==> config.mk <==
export PLATFORM = sky130hd
export DESIGN_NAME = hist_ram_ctrl_flat
export DESIGN_NICKNAME = d
export VERILOG_FILES = /design/src/rtl/hist_ram_ctrl_if.sv /design/src/rtl/hist_ram_ctrl.sv /design/src/flat_wrapper.sv
export SDC_FILE = /design/constraint.sdc
export NUM_CORES = 1
export LEC_CHECK = 0
export CELL_PAD_IN_SITES_DETAIL_PLACEMENT = 0
export CELL_PAD_IN_SITES_GLOBAL_PLACEMENT = 2
export CORE_ASPECT_RATIO = 1.5
export CORE_MARGIN = 5
export CORE_UTILIZATION = 30
export CTS_CLUSTER_SIZE = 24
export DETAILED_ROUTE_END_ITERATION = 6
export DONT_BUFFER_PORTS = 1
export GPL_ROUTABILITY_DRIVEN = 1
export PLACE_DENSITY_LB_ADDON = 0.1
export REMOVE_ABC_BUFFERS = 1
export SETUP_SLACK_MARGIN = 0.02
export SLEW_MARGIN = 30
export SYNTH_ARGS = -nofsm -noshare
export SYNTH_HDL_FRONTEND = slang
export SYNTH_SLANG_ARGS = --single-unit
==> constraint.sdc <==
create_clock -name clk -period 4.6 [get_ports clk]
set_input_delay 1.38 -clock clk [delete_from_list [all_inputs] [get_ports clk]]
set_output_delay 1.38 -clock clk [all_outputs]
set_load 0.01 [all_outputs]
==> src/rtl/hist_ram_ctrl_if.sv <==
// Control, sample, readout-stream and RAM-port signals of hist_ram_ctrl.
// master = controller side, slave = surrounding logic (front-end, consumer, RAM).
interface hist_ram_ctrl_if #(
  parameter int WIDTH = 16,
  parameter int DEPTH = 1024
);
  localparam int ADDR_W = $clog2(DEPTH);

  logic              start_clear;
  logic              start_acq;
  logic              stop_acq;
  logic              start_read;
  logic [31:0]       num_samples;
  logic              sample_valid;
  logic [ADDR_W-1:0] sample_code;
  logic              rd_valid;
  logic              rd_ready;
  logic [ADDR_W-1:0] rd_addr;
  logic [WIDTH-1:0]  rd_data;
  logic              busy;
  logic              done;
  logic              ram_wen;
  logic [ADDR_W-1:0] ram_addr_a;
  logic [WIDTH-1:0]  ram_din_a;
  logic [ADDR_W-1:0] ram_addr_b;
  logic [WIDTH-1:0]  ram_dout_b;

  modport master (
    input  start_clear, start_acq, stop_acq, start_read, num_samples,
    input  sample_valid, sample_code, rd_ready, ram_dout_b,
    output rd_valid, rd_addr, rd_data, busy, done,
    output ram_wen, ram_addr_a, ram_din_a, ram_addr_b
  );

  modport slave (
    output start_clear, start_acq, stop_acq, start_read, num_samples,
    output sample_valid, sample_code, rd_ready, ram_dout_b,
    input  rd_valid, rd_addr, rd_data, busy, done,
    input  ram_wen, ram_addr_a, ram_din_a, ram_addr_b
  );
endinterface

==> src/rtl/hist_ram_ctrl.sv <==
// Histogram RAM sequencer: CLEAR, ACQUIRE (2-stage read-modify-write, 1 sample/cycle), READOUT via 2-entry skid buffer.
// HIST_SATURATE_EN selects a saturating bin increment; otherwise bins wrap modulo 2^WIDTH.
module hist_ram_ctrl #(
  parameter int WIDTH = 16,
  parameter int DEPTH = 1024
) (
  input  logic            clk,
  input  logic            rst_n,
  hist_ram_ctrl_if.master bus
);
  localparam int ADDR_W = $clog2(DEPTH);
  localparam logic [ADDR_W-1:0] LAST = ADDR_W'(DEPTH - 1);

  localparam logic [2:0] S_IDLE  = 3'd0;
  localparam logic [2:0] S_CLEAR = 3'd1;
  localparam logic [2:0] S_ACQ   = 3'd2;
  localparam logic [2:0] S_DRAIN = 3'd3;
  localparam logic [2:0] S_READ  = 3'd4;

  logic [2:0]        state;
  logic              done_q;
  logic [ADDR_W-1:0] clr_addr;
  logic [31:0]       acc_cnt;
  logic [31:0]       num_lat;

  logic              s2_vld;
  logic [ADDR_W-1:0] s2_code;
  logic              byp_vld;
  logic [ADDR_W-1:0] byp_addr;
  logic [WIDTH-1:0]  byp_dat;

  logic [ADDR_W-1:0] rd_ptr;
  logic              rd_all;
  logic              fl_vld;
  logic [ADDR_W-1:0] fl_addr;
  logic [1:0]        occ;
  logic [WIDTH-1:0]  b0_dat, b1_dat;
  logic [ADDR_W-1:0] b0_addr, b1_addr;

  logic              accept;
  logic              acq_end;
  logic              pop;
  logic              issue;
  logic [WIDTH-1:0]  old_val;
  logic [WIDTH-1:0]  new_val;

  always_comb begin
    accept  = (state == S_ACQ) && bus.sample_valid && !bus.stop_acq;
    acq_end = (state == S_ACQ) &&
              (bus.stop_acq || (accept && num_lat != 32'd0 && acc_cnt + 32'd1 == num_lat));

    // The RAM returns pre-write data when the previous cycle wrote this same bin.
    old_val = (byp_vld && byp_addr == s2_code) ? byp_dat : bus.ram_dout_b;
`ifdef HIST_SATURATE_EN
    new_val = (&old_val) ? old_val : old_val + WIDTH'(1);
`else
    new_val = old_val + WIDTH'(1);
`endif

    pop   = (occ != 2'd0) && bus.rd_ready;
    issue = (state == S_READ) && !rd_all &&
            ((occ - {1'b0, pop} + {1'b0, fl_vld}) < 2'd2);

    bus.busy       = (state != S_IDLE);
    bus.done       = done_q;
    bus.rd_valid   = (occ != 2'd0);
    bus.rd_data    = b0_dat;
    bus.rd_addr    = b0_addr;
    bus.ram_wen    = 1'b0;
    bus.ram_addr_a = '0;
    bus.ram_din_a  = '0;
    bus.ram_addr_b = '0;

    case (state)
      S_CLEAR: begin
        bus.ram_wen    = 1'b1;
        bus.ram_addr_a = clr_addr;
      end
      S_ACQ, S_DRAIN: begin
        if (s2_vld) begin
          bus.ram_wen    = 1'b1;
          bus.ram_addr_a = s2_code;
          bus.ram_din_a  = new_val;
        end
        if (accept) bus.ram_addr_b = bus.sample_code;
      end
      S_READ: bus.ram_addr_b = rd_ptr;
      default: ;
    endcase
  end

  always_ff @(posedge clk) begin
    if (!rst_n) begin
      state    <= S_IDLE;
      done_q   <= 1'b0;
      clr_addr <= '0;
      acc_cnt  <= '0;
      num_lat  <= '0;
      s2_vld   <= 1'b0;
      s2_code  <= '0;
      byp_vld  <= 1'b0;
      byp_addr <= '0;
      byp_dat  <= '0;
      rd_ptr   <= '0;
      rd_all   <= 1'b0;
      fl_vld   <= 1'b0;
      fl_addr  <= '0;
      occ      <= '0;
      b0_dat   <= '0;
      b1_dat   <= '0;
      b0_addr  <= '0;
      b1_addr  <= '0;
    end else begin
      done_q   <= 1'b0;
      s2_vld   <= accept;
      s2_code  <= bus.sample_code;
      byp_vld  <= s2_vld;
      byp_addr <= s2_code;
      byp_dat  <= new_val;
      fl_vld   <= issue;
      fl_addr  <= rd_ptr;

      case (state)
        S_IDLE: begin
          clr_addr <= '0;
          acc_cnt  <= '0;
          rd_ptr   <= '0;
          rd_all   <= 1'b0;
          if (bus.start_clear) begin
            state <= S_CLEAR;
          end else if (bus.start_acq) begin
            state   <= S_ACQ;
            num_lat <= bus.num_samples;
          end else if (bus.start_read) begin
            state <= S_READ;
          end
        end
        S_CLEAR: begin
          if (clr_addr == LAST) begin
            state  <= S_IDLE;
            done_q <= 1'b1;
          end else begin
            clr_addr <= clr_addr + ADDR_W'(1);
          end
        end
        S_ACQ: begin
          if (accept) acc_cnt <= acc_cnt + 32'd1;
          if (acq_end) state <= S_DRAIN;
        end
        S_DRAIN: begin
          state  <= S_IDLE;
          done_q <= 1'b1;
        end
        S_READ: begin
          if (issue) begin
            if (rd_ptr == LAST) rd_all <= 1'b1;
            else                rd_ptr <= rd_ptr + ADDR_W'(1);
          end
          if (pop && b0_addr == LAST) begin
            state  <= S_IDLE;
            done_q <= 1'b1;
          end
        end
        default: state <= S_IDLE;
      endcase

      // Skid buffer: b0 is the presented head; it only moves on a pop.
      case ({fl_vld, pop})
        2'b10: begin
          if (occ == 2'd0) begin
            b0_dat  <= bus.ram_dout_b;
            b0_addr <= fl_addr;
          end else begin
            b1_dat  <= bus.ram_dout_b;
            b1_addr <= fl_addr;
          end
          occ <= occ + 2'd1;
        end
        2'b01: begin
          b0_dat  <= b1_dat;
          b0_addr <= b1_addr;
          occ     <= occ - 2'd1;
        end
        2'b11: begin
          if (occ == 2'd1) begin
            b0_dat  <= bus.ram_dout_b;
            b0_addr <= fl_addr;
          end else begin
            b0_dat  <= b1_dat;
            b0_addr <= b1_addr;
            b1_dat  <= bus.ram_dout_b;
            b1_addr <= fl_addr;
          end
        end
        default: ;
      endcase
    end
  end
endmodule

==> src/flat_wrapper.sv <==
// flat-port wrapper written by rule: the top's interface ports become plain ports
module hist_ram_ctrl_flat 
#(
  parameter int WIDTH = 16,
  parameter int DEPTH = 1024
)
  (clk, rst_n, bus_start_clear, bus_start_acq, bus_stop_acq, bus_start_read, bus_num_samples, bus_sample_valid, bus_sample_code, bus_rd_ready, bus_ram_dout_b, bus_rd_valid, bus_rd_addr, bus_rd_data, bus_busy, bus_done, bus_ram_wen, bus_ram_addr_a, bus_ram_din_a, bus_ram_addr_b);
  hist_ram_ctrl_if #(.WIDTH(WIDTH), .DEPTH(DEPTH)) bus_i ();
  input  logic clk;
  input  logic rst_n;
  input wire logic [$bits(bus_i.start_clear)-1:0] bus_start_clear;
  input wire logic [$bits(bus_i.start_acq)-1:0] bus_start_acq;
  input wire logic [$bits(bus_i.stop_acq)-1:0] bus_stop_acq;
  input wire logic [$bits(bus_i.start_read)-1:0] bus_start_read;
  input wire logic [$bits(bus_i.num_samples)-1:0] bus_num_samples;
  input wire logic [$bits(bus_i.sample_valid)-1:0] bus_sample_valid;
  input wire logic [$bits(bus_i.sample_code)-1:0] bus_sample_code;
  input wire logic [$bits(bus_i.rd_ready)-1:0] bus_rd_ready;
  input wire logic [$bits(bus_i.ram_dout_b)-1:0] bus_ram_dout_b;
  output wire logic [$bits(bus_i.rd_valid)-1:0] bus_rd_valid;
  output wire logic [$bits(bus_i.rd_addr)-1:0] bus_rd_addr;
  output wire logic [$bits(bus_i.rd_data)-1:0] bus_rd_data;
  output wire logic [$bits(bus_i.busy)-1:0] bus_busy;
  output wire logic [$bits(bus_i.done)-1:0] bus_done;
  output wire logic [$bits(bus_i.ram_wen)-1:0] bus_ram_wen;
  output wire logic [$bits(bus_i.ram_addr_a)-1:0] bus_ram_addr_a;
  output wire logic [$bits(bus_i.ram_din_a)-1:0] bus_ram_din_a;
  output wire logic [$bits(bus_i.ram_addr_b)-1:0] bus_ram_addr_b;
  assign bus_i.start_clear = bus_start_clear;
  assign bus_i.start_acq = bus_start_acq;
  assign bus_i.stop_acq = bus_stop_acq;
  assign bus_i.start_read = bus_start_read;
  assign bus_i.num_samples = bus_num_samples;
  assign bus_i.sample_valid = bus_sample_valid;
  assign bus_i.sample_code = bus_sample_code;
  assign bus_i.rd_ready = bus_rd_ready;
  assign bus_i.ram_dout_b = bus_ram_dout_b;
  assign bus_rd_valid = bus_i.rd_valid;
  assign bus_rd_addr = bus_i.rd_addr;
  assign bus_rd_data = bus_i.rd_data;
  assign bus_busy = bus_i.busy;
  assign bus_done = bus_i.done;
  assign bus_ram_wen = bus_i.ram_wen;
  assign bus_ram_addr_a = bus_i.ram_addr_a;
  assign bus_ram_din_a = bus_i.ram_din_a;
  assign bus_ram_addr_b = bus_i.ram_addr_b;
  hist_ram_ctrl #(.WIDTH(WIDTH), .DEPTH(DEPTH)) u_core (.clk(clk), .rst_n(rst_n), .bus(bus_i));
endmodule
==> results of run 1 <==
-- cell families (layout without fill, tap and decap cells) --
kind of cell | after synthesis | in the layout | share of synthesized area, %
AND/OR/NAND/NOR | 497 | 497 | 26.0
AO/OA/AOI/OAI | 269 | 269 | 17.9
flip-flops | 192 | 192 | 41.1
buffers and inverters | 90 | 66 | 3.94
XOR/XNOR | 86 | 86 | 8.06
multiplexers | 16 | 16 | 1.74
adder cells (fa/ha/maj) | 9 | 9 | 1.20
-- timing repair --
| item | CTS | global route |
|---|---|---|
| setup endpoints to repair | 2 | 6 |
| hold buffers | 0 | 0 |
| pin swaps | 3 | 8 |
| buffers inserted | 2 | 1 |
| resized for setup | 5 | 12 |
-- layer usage --
metal	GRT usage (%)	vias up	part of all wire [%]	routed length [µm]
li1	-	3998	-	-
met1	19.4	3820	41	12100
met2	31.1	138	52	15600
met3	3.53	41	4.2	1250
met4	7.13	2	2.7	817
met5	0	-	0.044	13
-- worst max-delay path: stages (launching register included) --
cell and delay [ns]:
dfxtp_2 0.33, xnor2_1 0.17, nand4_1 0.21, nor3_4 0.15
buf_4 0.17, buf_4 0.24, buf_4 0.30, mux2i_2 0.35
nor3_2 0.09, xor2_1 0.17, nor2_1 0.16, buf_4 0.15
-- final cells by class --
cell class              count  area (µm²)
clock buffers              22         474
clock inverters             8         104
fillers                  3335       20500
inverters                  12        47.5
multi-input cells         877        5230
flip-flops and latches    192        3850
well taps                 405         507
repair buffers             24         193
-- final timing paths --
check	from	endpoint	slack (ns)	cells past startpoint
max	u_core.s2_code[3]	bus_ram_din_a[14]	0.26	11
min	u_core.fl_addr[3]	u_core.b1_addr[3]	0.45	2
max reg2reg	u_core.acc_cnt[0]	u_core.state[0]	1.18	9
min reg2reg	u_core.fl_addr[3]	u_core.b1_addr[3]	0.45	2
-- registers in the layout (all words and copies together) (netlist names), 2 cells and up --
name,count
u_core.state,3
u_core.acc_cnt,32
u_core.clr_addr,10
u_core.s2_code,10
u_core.byp_addr,10
u_core.bus.rd_addr,10
u_core.b1_dat,16
u_core.fl_addr,10
u_core.occ,2
u_core.num_lat,32
u_core.bus.rd_data,16
u_core.b1_addr,10
u_core.byp_dat,16
u_core.rd_ptr,10
-- cell usage in the layout (no fill, tap or decap), types with 19 or more instances in the layout --
master      n
a211oi_1   38
a21oi_1   111
a22o_1     20
a22oi_1    28
and2_1     39
and3_1     20
buf_4      23
dfxtp_1   186
nand2_1   180
nand3_1    33
nand4_1    25
nor2_1    106
nor3_1     19
o21ai_0    40
xnor2_1    48
xor2_1     38
-- power breakdown --
group	internal, mW	total, mW	switching (mW)
combinational	0.387	1.17	0.780
clock	0.841	1.51	0.671
sequential	1.86	2.10	0.241
total	3.09	4.78	1.69
-- stage by stage --
step           hold slack (ns)  worst slack, ns  power (mW)  setup TNS (ns)
5_1_grt                  0.469           0.0612        5.10               0
3_5_place_dp             0.446            0.189        3.34               0
6_report                 0.454            0.264        4.78               0
3_3_place_gp             0.440            0.185        3.35               0
2_1_floorplan            0.428            -1.49        2.88          -14.12
4_1_cts                  0.457           0.0454        4.88               0
==> tab_implementation.tex, run 1 <==
\begin{tabular}{lr}
\hline
Metric & Value \\
\hline
\multicolumn{2}{l}{\textbf{Place}} \\
Gp weighted congestion & roughly 0.75 \\
Detailed placement HPWL & 21,000 µm \\
Placed cell count & 1,507 \\
DP Area & 9730 µm² \\
I/O Buffers & 0 \\
\multicolumn{2}{l}{\textbf{STA}} \\
Total count of max-transition violations in the final report & 0 \\
Post-route fraction of the period consumed by the critical path & between 90\% and 100\% \\
Setup repair after global routing missed its margin & no \\
Final setup violation count & 0 \\
Max frequency & approximately 230 MHz \\
Clock period minus worst slack & between 4 and 5 ns \\
Worst max-slew margin expressed relative to the limit & a little under two fifths \\
Worst clock skew on the final layout & 0.00889 ns \\
Number of hold violations in the final report & 0 \\
Least-Margin Pin Slew & between 0.9 and 1 ns \\
\multicolumn{2}{l}{\textbf{Floorplanning}} \\
Floorplan core area & slightly above 30,000 µm² \\
Number of placement rows & about 80 \\
Die height & between 200 and 250 µm \\
Die outline area & 34,900 µm² \\
Initial Utilization & between 30\% and 40\% \\
Count of pins on the block boundary & about 130 \\
Die width & 154 µm \\
\multicolumn{2}{l}{\textbf{Pwr}} \\
Worst IR drop on VDD & roughly 0.27 mV \\
Leakage Power & $\sim$3.6 nW \\
Power per cell area & around 460 nW/µm² \\
\multicolumn{2}{l}{\textbf{Cells and area}} \\
Area growth from synthesis to final layout & 11.4\% \\
Share of final-layout standard cells stronger than drive strength 1 & approximately 7.3\% \\
Nets & between 1k and 1.5k \\
Final design area excluding fillers & $\sim$10,000 µm² \\
Antenna cells & 0 \\
Filler-free cell count of the finished design & $\sim$1.5k \\
Fin util & around a third \\
\multicolumn{2}{l}{\textbf{Global route}} \\
Initial antenna violation count & 1 \\
Vias in the first global route & slightly below 8k \\
Total congestion overflow after global routing & 0 \\
Largest net degree at the start of global routing & between 60 and 70 \\
Global-route wire length before repair & 46,500 µm \\
Overall global routing resource usage & between 15 and 20\% \\
\multicolumn{2}{l}{\textbf{Clock tree}} \\
Clk sinks & between 150 and 200 \\
Num CTS Buffers & 17 \\
Clock-pin transition on the worst setup and hold timing paths & 0.07 ns \\
H-tree depth reported by CTS & 4 \\
Clock tree from TritonCTS & yes \\
Buffers from clock root to sink, at most & 2 \\
Clock latency at the later pin of the worst-skew pair & around 0.45 ns \\
Root Driver & clkbuf\_16 \\
\multicolumn{2}{l}{\textbf{Worst setup path}} \\
Maximum fanout along the worst path & 17 \\
Worst Setup Path Type & reg -> out \\
Endpoint kind of the worst setup timing path & output port \\
CP startpoint kind & flop \\
Required arrival time at the worst endpoint & 3.22 ns \\
Arr. time, crit path & around 3.0 ns \\
\multicolumn{2}{l}{\textbf{Synth}} \\
Number of storage elements in the synthesis netlist & between 150 and 200 \\
Yosys warnings & 0 \\
Dominant cells by area after synthesis & dfxtp\_1, nand2\_1, a21oi\_1 \\
Number of enable flip-flop cells after synthesis & 0 \\
Commonest cells in the synthesized netlist & dfxtp\_1, nand2\_1, a21oi\_1, nor2\_1, clkbuf\_1 \\
Asr flop ratio synth & 0\% \\
Avg Cell Area, Syn & about 8.1 µm² \\
Cell area after technology mapping & 9350 µm² \\
Number of distinct library cells after synthesis & 59 \\
Portion of synthesized cell area occupied by the leading cell type & roughly two fifths \\
Most repeated cell in the gate-level netlist after synthesis & dfxtp\_1 \\
Seq/Total Area, Yosys & between 40\% and 50\% \\
Yosys top cell by area & dfxtp\_1 \\
Primary flip-flop cell chosen by synthesis mapping & dfxtp\_1 \\
Count of mapped cells out of synthesis & approximately 1.2k \\
\multicolumn{2}{l}{\textbf{Job}} \\
Max-cap viol count & 0 \\
\multicolumn{2}{l}{\textbf{Routing}} \\
Remaining routing DRC violations & 0 \\
DRC marker count from the first detailed-route iteration & between 300 and 400 \\
Via count & 7,999 \\
Routed wire length & 29,800 µm \\
Average via count per standard cell & roughly 5.2 \\
Antenna Violating Nets Remaining & 0 \\
Initial DRT Pass Iterations & 4 \\
Routed wire per std cell & about 19 µm \\
\multicolumn{2}{l}{\textbf{Worst hold path}} \\
Type of the worst min-delay path & reg -> reg \\
\multicolumn{2}{l}{\textbf{Outcome}} \\
Run status & finished, final reports clean \\
\hline
\end{tabular}
Power figures use the tool's default switching activity.
==> run 2: changes to the inputs <==
--- a/config.mk
+++ b/config.mk
@@ -14,7 +14,7 @@
 export DETAILED_ROUTE_END_ITERATION = 6
 export DONT_BUFFER_PORTS = 1
 export GPL_ROUTABILITY_DRIVEN = 1
-export PLACE_DENSITY_LB_ADDON = 0.1
+export PLACE_DENSITY = 0.77
 export REMOVE_ABC_BUFFERS = 1
 export SETUP_SLACK_MARGIN = 0.02
 export SLEW_MARGIN = 30
==> run 2 against run 1 <==
Net effect:
- largest cell class unchanged
- die area unchanged
- fmax increased by 0.19%
- power increased by 0.41%
- sequential power about the same
- non-clock buffer count decreased by 2
- cell count unchanged
- first-iteration DRC count increased by 23%
- combinational power about the same
- sequential cell count unchanged
- setup slack improved by 0.0080 ns
- clock skew decreased by 0.00076 ns
==> tab_implementation.tex, run 2 (synthesis gave the netlist of run 1 again) <==
\begin{tabular}{lr}
\hline
Metric & Value \\
\hline
\multicolumn{2}{l}{\textbf{Pwr}} \\
Total power after layout & 4.80 mW (+0.41\%) \\
Power per cell area & 462 nW/µm² (+0.72\%) \\
Net load switching power & 1.72 mW (+1.5\%) \\
Internal power & 3.08 mW (-0.19\%) \\
Worst IR drop on VDD & 0.235 mV (-12\%) \\
Seq pwr share & 43.8\% (about the same) \\
Clock share of power & 32.0\% (+0.4 points) \\
Sw frac & 35.8\% (+0.38 points) \\
Gate power share & 24.2\% (-0.2 points) \\
Leakage Power & 3.56 nW (-0.14\%) \\
\multicolumn{2}{l}{\textbf{STA}} \\
Worst max-slew margin expressed relative to the limit & 38.2\% (+0.64 points) \\
Number of hold violations in the final report & 0 (unchanged) \\
Post-route fraction of the period consumed by the critical path & 94.1\% (-0.17 points) \\
Clock period minus worst slack & 4.33 ns (-0.00804 ns) \\
Total count of max-transition violations in the final report & 0 (unchanged) \\
Worst clock skew on the final layout & 0.00813 ns (-0.000756 ns) \\
Setup repair after global routing missed its margin & no \\
Setup TNS & 0 ns (unchanged) \\
Final setup violation count & 0 (unchanged) \\
Worst hold slack across all endpoints & 0.453 ns (-0.000936 ns) \\
Max frequency & 231 MHz (+0.19\%) \\
Least-Margin Pin Slew & 0.923 ns (-0.0101 ns) \\
\multicolumn{2}{l}{\textbf{Floorplanning}} \\
Initial Utilization & 30.2\% (unchanged) \\
Number of placement rows & 79 (unchanged) \\
Die height & 226 µm (unchanged) \\
Die outline area & 34,900 µm² (unchanged) \\
Count of pins on the block boundary & 132 (unchanged) \\
Floorplan core area & 30,900 µm² (unchanged) \\
Die width & 154 µm (unchanged) \\
\multicolumn{2}{l}{\textbf{Worst hold path}} \\
Start point of the worst hold path & u\_core.fl\_addr[5] \\
Type of the worst min-delay path & reg -> reg \\
\multicolumn{2}{l}{\textbf{Routing}} \\
Remaining routing DRC violations & 0 (unchanged) \\
Routed wire per std cell & 18.6 µm (-3.8\%) \\
Via count & 7,992 (-0.088\%) \\
DRC marker count from the first detailed-route iteration & 390 (+23\%) \\
Average via count per standard cell & 5.19 (about the same) \\
Initial DRT Pass Iterations & 6 (+2) \\
Routed wire length & 28,600 µm (-3.8\%) \\
Antenna Violating Nets Remaining & 0 (unchanged) \\
\multicolumn{2}{l}{\textbf{Place}} \\
I/O Buffers & 0 (unchanged) \\
Placed cell count & 1,506 (-0.066\%) \\
Detailed placement HPWL & 20,700 µm (-1.3\%) \\
Gp weighted congestion & 0.869 (+16\%) \\
DP Area & 9730 µm² (about the same) \\
\multicolumn{2}{l}{\textbf{Global route}} \\
Initial antenna violation count & 1 (unchanged) \\
Vias in the first global route & 7,621 (-3.3\%) \\
Overall global routing resource usage & 16.3\% (-0.86 points) \\
Global-route wire length before repair & 44,400 µm (-4.4\%) \\
Total congestion overflow after global routing & 0 (unchanged) \\
Largest net degree at the start of global routing & 75 (+10\%) \\
\multicolumn{2}{l}{\textbf{Worst setup path}} \\
Highest-delay cell along the critical path & dfxtp\_1 \\
Start of the worst register-to-register path & u\_core.acc\_cnt[0] \\
CP startpoint kind & flop \\
Required arrival time at the worst endpoint & 3.22 ns (about the same) \\
Maximum fanout along the worst path & 7 (-10) \\
Arr. time, crit path & 2.95 ns (about the same) \\
Worst-path cell chain & xnor2\_1 > nand4\_1 > nor3\_4 > buf\_4 > mux2\_4 > ha\_4 > nand4\_1 > mux2i\_1 > buf\_4 > nand2\_1 > nor3\_1 > xor2\_1 > nor2\_2 \\
CP max stage delay & 0.38 ns (+0.03 ns) \\
Start point of the critical path & u\_core.s2\_code[4] \\
Worst Setup Path Type & reg -> out \\
Endpoint kind of the worst setup timing path & output port \\
\multicolumn{2}{l}{\textbf{Job}} \\
Max-cap viol count & 0 (unchanged) \\
\multicolumn{2}{l}{\textbf{Cells and area}} \\
Antenna cells & 0 (unchanged) \\
Most frequent cells in the layout & dfxtp\_1, nand2\_1, a21oi\_1, nor2\_1, xnor2\_1 \\
Area growth from synthesis to final layout & 11.0\% \\
Filler-free cell count of the finished design & 1,540 (unchanged) \\
Largest registers & u\_core.acc\_cnt (32), u\_core.num\_lat (32) \\
Nets & 1,197 (-0.17\%) \\
Share of final-layout standard cells stronger than drive strength 1 & 6.43\% (-0.88 points) \\
Most common cell after layout, fill and taps aside & dfxtp\_1 \\
Final design area excluding fillers & 10,400 µm² (-0.31\%) \\
\multicolumn{2}{l}{\textbf{Clock tree}} \\
Clock-pin transition on the worst setup and hold timing paths & 0.07 ns (about the same) \\
H-tree depth reported by CTS & 4 (unchanged) \\
Clock latency at the later pin of the worst-skew pair & 0.45 ns (about the same) \\
Buffers from clock root to sink, at most & 2 (unchanged) \\
Clock tree from TritonCTS & yes \\
Hold buffer count at cts & 0 (unchanged) \\
Clk sinks & 192 (unchanged) \\
Root Driver & clkbuf\_16 \\
Num CTS Buffers & 17 (unchanged) \\
\multicolumn{2}{l}{\textbf{Outcome}} \\
Run status & finished, final reports clean \\
\hline
\end{tabular}
==> run 2: layer usage <==
layer,track usage (%),wire length (µm),up-vias
met3,5.71,2160,28
met1,17.7,11100,3763
met5,0,13,-
met4,5.25,561,2
li1,-,-,4014
met2,29.4,14800,185
==> run 2: worst paths after layout <==
path	endpoint	slack, ns	cells after the start
setup / recovery	bus_ram_din_a[14]	0.27	13
hold / removal	u_core.b1_addr[5]	0.45	2
setup reg to reg	u_core.state[0]	1.13	9
hold reg to reg	u_core.b1_addr[5]	0.45	2
==> run 2: final cells by class <==
type                    count  area [µm²]
well taps                 405         507
flip-flops and latches    192        3840
multi-input cells         877        5200
fillers                  3293       20600
clock inverters            13         155
clock buffers              19         443
inverters                  12        47.5
repair buffers             22         181
==> run 2: timing repair <==
action,in CTS,in global routing
endpoints found under the hold margin,0,0
setup buffers,0,2
pin swaps,0,2
gates resized for setup,1,7
setup endpoints to repair,3,5
==> run 2: metrics by stage <==
step | setup slack [ns] | util [%]
after floorplan | -1.49 | -
after global placement | 0.204 | 31.4
after detailed placement | 0.215 | 31.4
after CTS | 0.0267 | 33.4
after global routing | 0.0336 | 33.5
final | 0.272 | 33.5
==> run 2: power groups by stage <==
stage | Clock (mW) | Combinational (mW) | Sequential, mW
floorplan | 0 | 0.808 | 2.07
global placement | 0 | 1.17 | 2.15
detailed placement | 0 | 1.18 | 2.15
CTS | 1.59 | 1.18 | 2.11
global route | 1.66 | 1.32 | 2.13
finish | 1.53 | 1.16 | 2.10
==> run 2: worst max-delay path: cells and delay by family, from the launching register on <==
family / cells / cell delay (ns)
simple gates: 6 / 0.87
xor+xnor: 2 / 0.39
flops: 1 / 0.38
buf+inv: 2 / 0.35
mux: 2 / 0.34
fa+ha+maj: 1 / 0.18
==> run 3: changes to the inputs <==
==> constraint.sdc (replaced) <==
create_clock -name clk -period 4.6 [get_ports clk]
set_input_delay 1.38 -clock clk [delete_from_list [all_inputs] [get_ports clk]]
set_output_delay 1.38 -clock clk [all_outputs]
set_load 0.1 [all_outputs]
==> run 3 against run 2 <==
Net effect:
- clock skew increased by 0.0012 ns
- utilization up 2.5 points
- cell count grew 3.4%
- highest routed layer is now met4
==> tab_implementation.tex, run 3 (synthesis gave the netlist of run 1 again) <==
\begin{tabular}{lr}
\hline
Metric & Value \\
\hline
\multicolumn{2}{l}{\textbf{STA}} \\
Worst max-slew margin expressed relative to the limit & 32.0\% (-6.2 points) \\
Least-Margin Pin Slew & 1.02 ns (+0.0963 ns) \\
Total count of max-transition violations in the final report & 0 (unchanged) \\
Post-route fraction of the period consumed by the critical path & 95.8\% (+1.7 points) \\
Number of hold violations in the final report & 0 (unchanged) \\
Worst clock skew on the final layout & 0.00931 ns (+0.00118 ns) \\
Setup repair after global routing missed its margin & no \\
Clock period minus worst slack & 4.41 ns (+0.0793 ns) \\
Max frequency & 227 MHz (-1.8\%) \\
Worst hold slack across all endpoints & 0.454 ns (+0.000484 ns) \\
Final setup violation count & 0 (unchanged) \\
\multicolumn{2}{l}{\textbf{Cells and area}} \\
Area growth from synthesis to final layout & 19.3\% \\
Antenna cells & 0 (unchanged) \\
Nets & 1,251 (+4.5\%) \\
Share of final-layout standard cells stronger than drive strength 1 & 12.4\% (+6.0 points) \\
Fin util & 36.0\% (+2.5 points) \\
Most frequent cells in the layout & dfxtp\_1, nand2\_1, a21oi\_1, nor2\_1, buf\_4 \\
Largest registers & u\_core.acc\_cnt (32), u\_core.num\_lat (32) \\
Most common cell after layout, fill and taps aside & dfxtp\_1 \\
\multicolumn{2}{l}{\textbf{Worst setup path}} \\
Worst-path cell chain & and3\_1 > and3\_1 > nand3\_1 > mux2i\_1 > buf\_4 > nand2\_1 > buf\_4 > nor2\_1 > xor2\_1 > nor2\_2 > buf\_12 \\
CP max stage delay & 0.23 ns (-0.15 ns) \\
Endpoint kind of the worst setup timing path & output port \\
Worst R2R End & u\_core.state[0] \\
Highest-delay cell along the critical path & and3\_1 \\
Worst Setup Path Type & in -> out \\
Required arrival time at the worst endpoint & 3.22 ns (about the same) \\
CP startpoint kind & input pin \\
Arr. time, crit path & 3.03 ns (+0.08 ns) \\
Maximum fanout along the worst path & 4 (-3) \\
Length in cells of the worst reg-to-reg path & 9 (unchanged) \\
Start of the worst register-to-register path & u\_core.acc\_cnt[0] \\
Reg-to-reg setup timing slack & 1.23 ns (+0.10 ns) \\
\multicolumn{2}{l}{\textbf{Outcome}} \\
Run status & finished, final reports clean \\
\multicolumn{2}{l}{\textbf{Floorplanning}} \\
Initial Utilization & 30.2\% (unchanged) \\
Die outline area & 34,900 µm² (unchanged) \\
Floorplan core area & 30,900 µm² (unchanged) \\
Die width & 154 µm (unchanged) \\
Number of placement rows & 79 (unchanged) \\
Die height & 226 µm (unchanged) \\
Count of pins on the block boundary & 132 (unchanged) \\
\multicolumn{2}{l}{\textbf{Pwr}} \\
Leakage Power & 3.92 nW (+10\%) \\
Worst IR drop on VDD & 0.229 mV (-2.7\%) \\
Power per cell area & 530 nW/µm² (+15\%) \\
\multicolumn{2}{l}{\textbf{Routing}} \\
Initial DRT Pass Iterations & 5 (-1) \\
DRC marker count from the first detailed-route iteration & 375 (-3.8\%) \\
Remaining routing DRC violations & 0 (unchanged) \\
Routed wire length & 29,100 µm (+1.5\%) \\
Antenna Violating Nets Remaining & 0 (unchanged) \\
Average via count per standard cell & 5.16 (-0.66\%) \\
Via count & 8,207 (+2.7\%) \\
Routed wire per std cell & 18.3 µm (-1.8\%) \\
\multicolumn{2}{l}{\textbf{Clock tree}} \\
H-tree depth reported by CTS & 4 (unchanged) \\
Clock latency at the later pin of the worst-skew pair & 0.45 ns (about the same) \\
Clk sinks & 192 (unchanged) \\
Hold buffer count at cts & 0 (unchanged) \\
Clock-pin transition on the worst setup and hold timing paths & 0.07 ns (about the same) \\
Buffers from clock root to sink, at most & 2 (unchanged) \\
Num CTS Buffers & 17 (unchanged) \\
Clock tree from TritonCTS & yes \\
Root Driver & clkbuf\_16 \\
\multicolumn{2}{l}{\textbf{Global route}} \\
Grt peak-use layer & met2 \\
M1 GR Usage & 18.0\% (+0.30 points) \\
GR met2 Demand/Resource & 30.2\% (+0.80 points) \\
M3 GR Usage & 4.03\% (-1.7 points) \\
Vias in the first global route & 8,144 (+6.9\%) \\
Largest net degree at the start of global routing & 80 (+6.7\%) \\
Initial antenna violation count & 0 (-1) \\
Overall global routing resource usage & 16.6\% (+0.35 points) \\
Total congestion overflow after global routing & 0 (unchanged) \\
Global-route wire length before repair & 45,600 µm (+2.7\%) \\
\multicolumn{2}{l}{\textbf{Place}} \\
I/O Buffers & 0 (unchanged) \\
Gp weighted congestion & 0.866 (-0.37\%) \\
Detailed placement HPWL & 21,000 µm (+1.3\%) \\
\multicolumn{2}{l}{\textbf{Worst hold path}} \\
Start point of the worst hold path & u\_core.b1\_addr[3] \\
Destination of the worst hold path & u\_core.b1\_addr[3] \\
Type of the worst min-delay path & reg -> reg \\
WHS Path Cells & 2 (unchanged) \\
\multicolumn{2}{l}{\textbf{Job}} \\
Max-cap viol count & 0 (unchanged) \\
\hline
\end{tabular}
## run 3: worst max-delay path, delay by kind of cell
| kind | cells | cell delay [ns] |
|---|---|---|
| xor+xnor | 1 | 0.23 |
| buf+inv | 3 | 0.51 |
| mux | 1 | 0.12 |
| simple gates | 6 | 0.77 |
## run 3: power by group
group	internal (mW)	switching, mW
logic	0.477	1.30
registers	1.86	0.651
clock network	0.941	0.687
total	3.27	2.64
## run 3: per-stage QoR
stage          power [mW]  setup slack, ns  cells  setup TNS, ns  area, µm²
2_1_floorplan        3.79            -3.12   1081         -34.38       9020
3_3_place_gp         4.33            0.121   1555              0      10400
3_5_place_dp         4.35            0.133   1555              0      10400
4_1_cts              6.00           0.0548   1592              0      11100
5_1_grt              6.22           0.0281   1592              0      11100
6_report             5.91            0.193   1592              0      11100
## run 3: worst max path at each step
stage                      start           endpoint
2_1_floorplan  u_core.s2_code[9]   bus_ram_din_a[6]
3_3_place_gp   bus_ram_dout_b[4]  bus_ram_din_a[15]
3_5_place_dp   bus_ram_dout_b[4]  bus_ram_din_a[15]
4_1_cts        u_core.s2_code[2]  bus_ram_din_a[10]
5_1_grt        u_core.s2_code[2]  bus_ram_din_a[13]
6_report       bus_ram_dout_b[4]  bus_ram_din_a[13]
## run 3: what timing repair did
item,CTS,global route
gates resized for setup,5,9
pin swaps,2,5
endpoints found under the setup margin,7,8
setup buffers,7,0
## run 3: cell type report
class | instances | area, µm²
fillers | 3263 | 19800
repair buffers | 76 | 820
well taps | 405 | 507
inverters | 12 | 47.5
clock inverters | 11 | 178
clock buffers | 19 | 453
multi-input cells | 877 | 5300
flip-flops and latches | 192 | 3850
## run 3: metal layers
metal | vias up | wire, µm
met1 | 3866 | 11300
met3 | 45 | 1650
met4 | 0 | 1020
met5 | - | 0
li1 | 4103 | -
met2 | 193 | 15100
==> RTL change, RTL diff (flow settings as in run 3) <==
`WIDTH` is set to 16 in 3 places; all go to 32.
--- a/src/rtl/hist_ram_ctrl_if.sv
+++ b/src/rtl/hist_ram_ctrl_if.sv
@@ -1,7 +1,7 @@
 // Control, sample, readout-stream and RAM-port signals of hist_ram_ctrl.
 // master = controller side, slave = surrounding logic (front-end, consumer, RAM).
 interface hist_ram_ctrl_if #(
-  parameter int WIDTH = 16,
+  parameter int WIDTH = 32,
   parameter int DEPTH = 1024
 );
   localparam int ADDR_W = $clog2(DEPTH);
--- a/src/rtl/hist_ram_ctrl.sv
+++ b/src/rtl/hist_ram_ctrl.sv
@@ -1,7 +1,7 @@
 // Histogram RAM sequencer: CLEAR, ACQUIRE (2-stage read-modify-write, 1 sample/cycle), READOUT via 2-entry skid buffer.
 // HIST_SATURATE_EN selects a saturating bin increment; otherwise bins wrap modulo 2^WIDTH.
 module hist_ram_ctrl #(
-  parameter int WIDTH = 16,
+  parameter int WIDTH = 32,
   parameter int DEPTH = 1024
 ) (
   input  logic            clk,
--- a/src/flat_wrapper.sv
+++ b/src/flat_wrapper.sv
@@ -1,7 +1,7 @@
 // flat-port wrapper written by rule: the top's interface ports become plain ports
 module hist_ram_ctrl_flat 
 #(
-  parameter int WIDTH = 16,
+  parameter int WIDTH = 32,
   parameter int DEPTH = 1024
 )
   (clk, rst_n, bus_start_clear, bus_start_acq, bus_stop_acq, bus_start_read, bus_num_samples, bus_sample_valid, bus_sample_code, bus_rd_ready, bus_ram_dout_b, bus_rd_valid, bus_rd_addr, bus_rd_data, bus_busy, bus_done, bus_ram_wen, bus_ram_addr_a, bus_ram_din_a, bus_ram_addr_b);
Interface: changed (resized bus_ram_din_a, bus_ram_dout_b and bus_rd_data); port bits go from 132 to 180. The function was not compared with the original's and may differ.
==> RTL change against run 3 <==
The flow now finishes with violations (negative setup slack); sequential cell count rose by 48; routed wire length rose by 35%; critical path depth rose by 4; design area rose by 37%; worst setup slack got worse by 0.90 ns; power rose by 25%; area after synthesis rose by 27%; clock power rose by 39%; global-route usage rose by 0.52 points; non-clock buffer count rose by 63.
==> RTL change: results (changes against run 3) <==
[yosys]
muxShareOfSynthArea=0.0284  ; was 0.0174
synth_common_cells=dfxtp_1 (240), nand2_1 (225), nor2_1 (187)  ; was dfxtp_1 (192), nand2_1 (180), a21oi_1 (112)
synth_compound_area_frac=0.148  ; was 0.179
synthXorXnorAreaFrac=0.0854  ; was 0.0806

[power_and_ir_drop]
netSwitchingPower_mw=3.17  ; was 2.64 mW
pwr-share-seq=0.450  ; was 0.424
p_clk_mw=2.27  ; was 1.63 mW

[routing]
wl_per_cell_um=18.9  ; was 18.3 um
drtIter0Drc=705  ; was 375
viasPerCell=5.22  ; was 5.16
wirelength_mm=39.2  ; was 29.1 mm

[run_status]
violations=negative setup slack
status=finished with violations  ; was completed

[timing]
fin_worst_skew_ns=0.0213  ; was 0.00931 ns
setup_slack_ns=-0.703  ; was 0.193 ns
setup_viol=16  ; was 0
max_slew.worst_pin.slew_ns=1.02  ; about the same

[final_layout]
fillers=4062  ; was 3263
layout-drive-gt1-share=0.198  ; was 0.124
nets=1645  ; was 1251

[clocking]
htreeDepth=1  ; was 4
clk_latency_ns=0.55  ; was 0.45 ns

[place]
hpwl_mm=27.9  ; was 21.0 mm
gp_congestion=0.876  ; was 0.866
preCtsSetupSlack_ns=-0.463  ; was 0.133 ns

[global_route]
grt_start_max_net_pins=104  ; was 80
antenna_found_initial=2  ; was 0

[critical_path]
max_stage_delay_ns=0.47  ; was 0.23 ns
reg2reg_to=u_core.byp_dat[12]  ; was u_core.state[0]
cp_slowest_cell=or4_1  ; was and3_1
crit_fanout=5  ; was 4
r2r_cells=16  ; was 9

==> RTL change: cell count changes after synthesis, moves of 8 or more <==
| cell | before | now |
|---|---|---|
| a211oi_1 | 38 | 18 |
| clkbuf_1 | 62 | 79 |
| mux2i_1 | 14 | 27 |
| o21ai_0 | 40 | 32 |
| nand3_1 | 33 | 49 |
| nand2_1 | 180 | 225 |
| dfxtp_1 | 192 | 240 |
| and3_1 | 20 | 9 |
| a22oi_1 | 28 | 1 |
| a221oi_1 | 0 | 42 |
| xnor2_1 | 48 | 63 |
| nor3_1 | 23 | 68 |
| nor2_1 | 108 | 187 |
| xor2_1 | 38 | 53 |
==> RTL change: metal layers <==
metal	GRT usage	wire [um]	vias to the layer above
met3	0.0467	2550	74
met2	0.316	20100	282
met4	0.0639	1420	2
li1	-	-	5351
met1	0.187	15200	5108
met5	0	13	-
==> RTL change: layout make-up <==
cell class,instances,area (um^2),area share
Sequential cell,240,4810,0.316
Clock inverter,12,165,0.0108
Timing Repair Buffer,139,1610,0.105
Multi-Input combinational cell,1132,7200,0.473
Inverter,15,61.3,0.00402
Clock buffer,36,769,0.0505
Tap cell,500,626,0.0410
==> RTL change: worst min path at each step <==
stage                                  from           endpoint
after floorplan               u_core.rd_all      u_core.fl_vld
after global placement    u_core.fl_addr[4]  u_core.b1_addr[4]
after detailed placement  u_core.b1_addr[1]  u_core.b1_addr[1]
after CTS                 u_core.b1_addr[9]  u_core.b1_addr[9]
after global routing      u_core.fl_addr[1]  u_core.b1_addr[1]
final                     u_core.fl_addr[6]  u_core.b1_addr[6]
==> RTL change: repair_timing <==
action	4_1_cts	5_1_grt
gates cloned	0	0
pin swaps	33	27
resized for setup	31	57
setup buffers	20	10
setup endpoints to repair	25	26
endpoints found under the hold margin	0	0
